## src/rtl/ysyx_22041412_lsu.sv

```systemverilog
// ysyx_22041412_lsu: MEM-stage load/store unit.
// Checks each pipeline request for alignment and legality, runs the
// en/wen/ready handshake with the data-memory responder, captures load data,
// stalls the pipeline until completion and aborts accesses the memory never
// answers.
module ysyx_22041412_lsu #(
    parameter int ADDR_WIDTH = 64,
    parameter int DATA_WIDTH = 64,
    parameter int TIMEOUT    = 255
) (
    input  logic                  clk,
    input  logic                  rst,
    // pipeline side
    input  logic                  req_valid,
    input  logic                  req_wen,
    input  logic [2:0]            req_func3,
    input  logic [ADDR_WIDTH-1:0] req_addr,
    input  logic [DATA_WIDTH-1:0] req_wdata,
    output logic                  lsu_stall,
    output logic                  resp_valid,
    output logic [DATA_WIDTH-1:0] resp_rdata,
    output logic                  resp_fault,
    output logic                  timeout,
    // memory side
    output logic                  mem_en,
    output logic                  mem_wen,
    output logic [2:0]            mem_func3,
    output logic [ADDR_WIDTH-1:0] mem_addr,
    output logic [DATA_WIDTH-1:0] mem_wdata,
    output logic                  mem_ready_i,
    input  logic                  mem_ready_o,
    input  logic [DATA_WIDTH-1:0] mem_rdata
);

    typedef enum logic [1:0] {
        S_IDLE,
        S_BUSY,
        S_ACK,
        S_ERR
    } state_t;

    state_t      state;
    state_t      state_nxt;
    logic [31:0] wd_cnt;
    logic        misaligned;
    logic        req_illegal;
    logic        wd_hit;
    logic        accept;

    // Request legality: natural alignment, no wide stores, no funct3=111
    // load, and no load from address 0 (the responder never answers it).
    always_comb begin
        unique case (req_func3[1:0])
            2'b01:   misaligned = req_addr[0];
            2'b10:   misaligned = (req_addr[1:0] != 2'b00);
            2'b11:   misaligned = (req_addr[2:0] != 3'b000);
            default: misaligned = 1'b0;
        endcase
        req_illegal = misaligned
                    | (req_wen & req_func3[2])
                    | (~req_wen & (req_func3 == 3'b111))
                    | (~req_wen & (req_addr == '0));
    end

    // Watchdog fires on the last allowed BUSY cycle; TIMEOUT=0 disables it.
    assign wd_hit = (TIMEOUT != 0) && (wd_cnt == 32'(TIMEOUT - 1));

    // A stray ready_o in IDLE is drained first and blocks any new accept.
    assign accept = (state == S_IDLE) & ~mem_ready_o & req_valid & ~req_illegal;

    // State register.
    always_ff @(posedge clk) begin
        // NOTE: sequential state uses non-blocking assignments so every
        // register samples pre-edge values regardless of statement order.
        if (rst) state <= S_IDLE;
        else     state <= state_nxt;
    end

    // Next-state logic and the state-decoded handshake/response outputs.
    always_comb begin
        // NOTE: every output of this block gets a default first, so no path
        // leaves one unassigned and no latch is inferred.
        state_nxt   = state;
        mem_ready_i = 1'b0;
        resp_valid  = 1'b0;
        resp_fault  = 1'b0;
        unique case (state)
            S_IDLE: begin
                if (mem_ready_o)    mem_ready_i = 1'b1;
                else if (req_valid) state_nxt   = req_illegal ? S_ERR : S_BUSY;
            end
            S_BUSY: begin
                if (mem_ready_o) state_nxt = S_ACK;
                else if (wd_hit) state_nxt = S_ERR;
            end
            S_ACK: begin
                mem_ready_i = 1'b1;
                resp_valid  = 1'b1;
                state_nxt   = S_IDLE;
            end
            S_ERR: begin
                resp_valid = 1'b1;
                resp_fault = 1'b1;
                state_nxt  = S_IDLE;
            end
            default: state_nxt = S_IDLE;
        endcase
    end

    assign lsu_stall = req_valid & ((state == S_IDLE) | (state == S_BUSY));

    // Memory request registers, watchdog counter, load data and sticky flag.
    always_ff @(posedge clk) begin
        if (rst) begin
            mem_en     <= 1'b0;
            mem_wen    <= 1'b0;
            mem_func3  <= 3'b000;
            mem_addr   <= '0;
            mem_wdata  <= '0;
            resp_rdata <= '0;
            timeout    <= 1'b0;
            wd_cnt     <= '0;
        end else begin
            if (accept) begin
                mem_en    <= 1'b1;
                mem_wen   <= req_wen;
                mem_func3 <= req_func3;
                mem_addr  <= req_addr;
                mem_wdata <= req_wdata;
                wd_cnt    <= '0;
            end
            if (state == S_BUSY) begin
                wd_cnt <= wd_cnt + 32'd1;
                // mem_en drops with the ready so the memory never reissues.
                if (mem_ready_o) begin
                    mem_en <= 1'b0;
                    if (!mem_wen) resp_rdata <= mem_rdata;
                end else if (wd_hit) begin
                    mem_en  <= 1'b0;
                    timeout <= 1'b1;
                end
            end
        end
    end

endmodule

```

## config.mk

```make
export PLATFORM = sky130hd
export DESIGN_NAME = ysyx_22041412_lsu
export DESIGN_NICKNAME = d
export VERILOG_FILES = /design/src/rtl/ysyx_22041412_lsu.sv
export SDC_FILE = /design/constraint.sdc
export NUM_CORES = 1
export LEC_CHECK = 0
export CAP_MARGIN = 0
export CORE_AREA = 2 2 157 159
export CTS_BUF_LIST = sky130_fd_sc_hd__clkbuf_4 sky130_fd_sc_hd__clkbuf_8 sky130_fd_sc_hd__clkbuf_16
export DETAILED_ROUTE_END_ITERATION = 10
export DIE_AREA = 0 0 159 161
export MAX_ROUTING_LAYER = met4
export PLACE_DENSITY = 0.75
export SLEW_MARGIN = 20
export SYNTH_ARGS = -nofsm -noshare
export SYNTH_HDL_FRONTEND = slang
export SYNTH_SLANG_ARGS = --single-unit
export TNS_END_PERCENT = 50
```

## constraint.sdc

```tcl
create_clock -name clk -period 2 [get_ports clk]
set_input_delay 0.2 -clock clk [delete_from_list [all_inputs] [get_ports clk]]
set_output_delay 0.2 -clock clk [all_outputs]
set_load 0.005 [all_outputs]
```

==> impl_metrics.ini <==
[placement]
post-dp-hpwl_mm = 23.11
routabilityCongestion = 0.8753
buffer_ports.inserted = 401

[floorplanning]
initial_cell_density_of_the_core_pct = 40.06
placement_rows = 57
floorplan.core_area_um2 = 23960
die_y_um = 161
io_pins = 402
chipWidth_um = 159
fp.dieArea_um2 = 25600

[synthesis]
syn_avg_cell_area_um2 = 8.472
postSynthCellCount = 1133
netlist_area_um2 = 9599
number_of_synthesized_flops_with_an_enable_pin = 0
synth-seq-cells = 232
synth_cell_type_count = 56
synth.net_count = 1335
postSynth.topFlopCell = dfxtp_1
asyncSetResetFlopFracSynth_pct = 0
synthesis.yosys.warnings = 0
synth_sequential_area_ratio_pct = 48.38

[drt]
drt_pre_antenna_iters = 5
dr.first_iter.drc_count = 626
post-route-drc-count = 0
vias = 9454
ant_nets = 0
detail_route.wirelength_mm = 32.41
avgViaCountPerCell = 4.984
drt-wirelength-per-cell_um = 17.08

[worst_setup_path]
critPathCapture = mem_addr[41]
timing.rr.end = mem_addr[41]
end_kind = register
worst-setup-path-type = reg2reg
crit_arrival_ps = 2390
critical_path_required_ps = 2440
cp-startpoint = state[1]
critPathMaxFanout = 15
critical_path.reg2reg.startpoint = state[1]
start_kind = register
worstRegToRegCells = 6
ff2ff_setup_slack_ps = 50

[timing]
timing.final.max_slew_violations = 0
maxSlewHeadroom_pct = 53.53
fmax_mhz = 513.1
report.final.setup_viol = 0
timing.clock.skew_ps = 27.14
min_period_over_period_pct = 97.45
max_slew.worst_pin.slew_ps = 697.0
grt_setup_unrepaired = no
hold_viol_final = 0
period_needed_ps = 1949

[power]
clock_share_of_power_pct = 44.8
cellPowerDensity_nw_per_um2 = 728.3
internal_power_mw = 8.614
combinationalPowerShare_pct = 12.1
ir_drop_v = 0.0005216
total_switching_power_mw = 2.547
p_leak_nw = 5.528
swShare_pct = 22.82
design_power_total_mw = 11.16
sequential_cell_fraction_of_total_power_pct = 43.2

[clock_network]
cts_tree = built
h-tree-depth = 1
clk_path_buf_depth = 3
clkTransAtPathRegs_ps = 60
worstSkewPairLatency_ps = 530
postCtsHoldBufs = 0
clockRootBuffer = clkbuf_16
cts.sink_count = 232
cts_inserted_buffers = 27

[final_layout]
utilization_pct = 63.95
num-fill-cells = 2036
layout-drive-gt1-share_pct = 9.288
layout-area-overhead-vs-synth_pct = 59.65
finalNetCount = 1757

[flow_run]
cap_violations = 0

[worst_hold_path]
hp-class = in2reg

[grt]
antenna_violations_before_repair = 1
grt_pass1_wl_mm = 49.59
globalRoute.totalOverflow = 0
first_global_vias = 9430
grt_max_degree = 66
grt_util_all_layers_pct = 24.56

[outcome]
run_status = finished clean
==> Yosys cell counts (3+ instances only) <==
cell        n  share of area [%]
nand3_1    19               0.99
mux2i_1   135                 14
inv_1       4               0.16
nor3_2      8               0.83
buf_6       9                1.1
nand2_1   415                 16
or3_1       6               0.39
xnor2_1     7               0.64
nor4_1     23                1.5
xor2_1      6               0.55
and3_1      9               0.59
nand4_1    14               0.91
clkbuf_1   65                2.5
and2_1      6               0.39
nor2_1     20               0.78
and4_1      3               0.27
o22ai_1     3               0.20
a311oi_1    5               0.46
a21oi_1    71                3.7
buf_2       9               0.47
a211oi_1    3               0.23
nor3_1     11               0.57
o21ai_0     8               0.42
dfxtp_1   232                 48
==> worst max-delay path, stage by stage, from the launching register on <==
cell	delay (ps)
dfxtp_1	320
nor4b_1	300
buf_4	190
o21ai_2	100
a21oi_4	330
buf_4	370
mux2i_1	250
==> logic make-up (layout without fill, tap and decap cells) <==
group | Yosys count | in the layout | share of synthesized area [%]
AOI/OAI and AO/OA | 110 | 111 | 6.635
xor gates and xnor gates | 13 | 13 | 1.186
adders and majority gates | 2 | 2 | 0.2606
buffers and inverters | 91 | 529 | 4.445
DFF | 232 | 232 | 48.38
muxes | 135 | 135 | 14.08
other | 0 | 1 | 0
and+or+nand+nor | 550 | 550 | 25.01
==> state kept, by name, indices dropped and copies added, names as in the netlist <==
signal	flops
mem_addr	64
mem_wdata	64
resp_rdata	64
wd_cnt	32
mem_func3	3
state	2
mem_en	1
mem_wen	1
timeout	1
==> through the flow <==
step	cells	TNS, ps	hold slack (ps)	setup WS (ps)	area, um2
detailed placement	1847	-82680	445.3	-545.1	14320
global route	1897	0	136.1	0.9122	15320
global placement	1847	-81850	440.6	-533.2	14320
CTS	1894	-30.89	114.9	-30.89	15250
floorplan	1133	0	336.0	269.4	9599
finish	1897	0	124.7	50.91	15320
==> repair_timing <==
item | CTS | global route
resized for setup | 2 | 7
gates cloned | 0 | 2
setup buffers | 1 | 0
setup endpoints to repair | 62 | 148
pin swaps | 0 | 2
==> metal layers <==
layer / wire [um] / up-vias / global-route usage [%]
met2: 15730 / 325 / 40.61
met4: 1359 / 0 / 10.45
met1: 13050 / 4393 / 28.56
met5: 0 / - / -
met3: 2263 / 90 / 6.138
li1: - / 4646 / -
==> power by group through the flow <==
stage	Clock (mW)	Sequential (mW)	Combinational (mW)
final	5.00	4.82	1.35
after global routing	5.30	4.83	1.44
after CTS	5.10	4.82	1.33
after detailed placement	0	4.91	1.32
after global placement	0	4.91	1.31
after floorplan	0	4.92	0.435
==> layout make-up <==
class | instances | area (um2) | share of cell area, %
antenna | 1 | 2.502 | 0.01633
clock buffer | 35 | 767.0 | 5.005
clock inverter | 11 | 136.4 | 0.8899
inverter | 5 | 26.28 | 0.1715
multi-input combinational | 811 | 4599 | 30.01
sequential | 232 | 4644 | 30.31
tap | 324 | 405.4 | 2.645
timing repair buffer | 478 | 4743 | 30.95
==> worst min-delay path by stage <==
stage                              start             end  cells past startpoint
after floorplan             mem_rdata[0]   resp_rdata[0]                      2
after global placement     mem_wdata[37]   mem_wdata[37]                      2
after detailed placement  resp_rdata[30]  resp_rdata[30]                      2
after CTS                            rst      wd_cnt[17]                      2
after global routing                 rst      wd_cnt[11]                      2
final                                rst      wd_cnt[11]                      2
==> cell usage in the layout (no fill, tap or decap), types with 7 or more instances in the layout <==
cell / n
nand2_1: 415
clkdlybuf4s50_1: 399
dfxtp_1: 232
mux2i_1: 135
a21oi_1: 70
buf_4: 66
clkbuf_16: 28
nor4_1: 21
nor2_1: 20
nand3_1: 19
nand4_1: 14
nor3_1: 11
buf_12: 11
and3_1: 9
o21ai_0: 8
nor3_2: 8
xnor2_1: 7
clkinv_2: 7
Note: power is estimated with default switching activity, not from simulation.
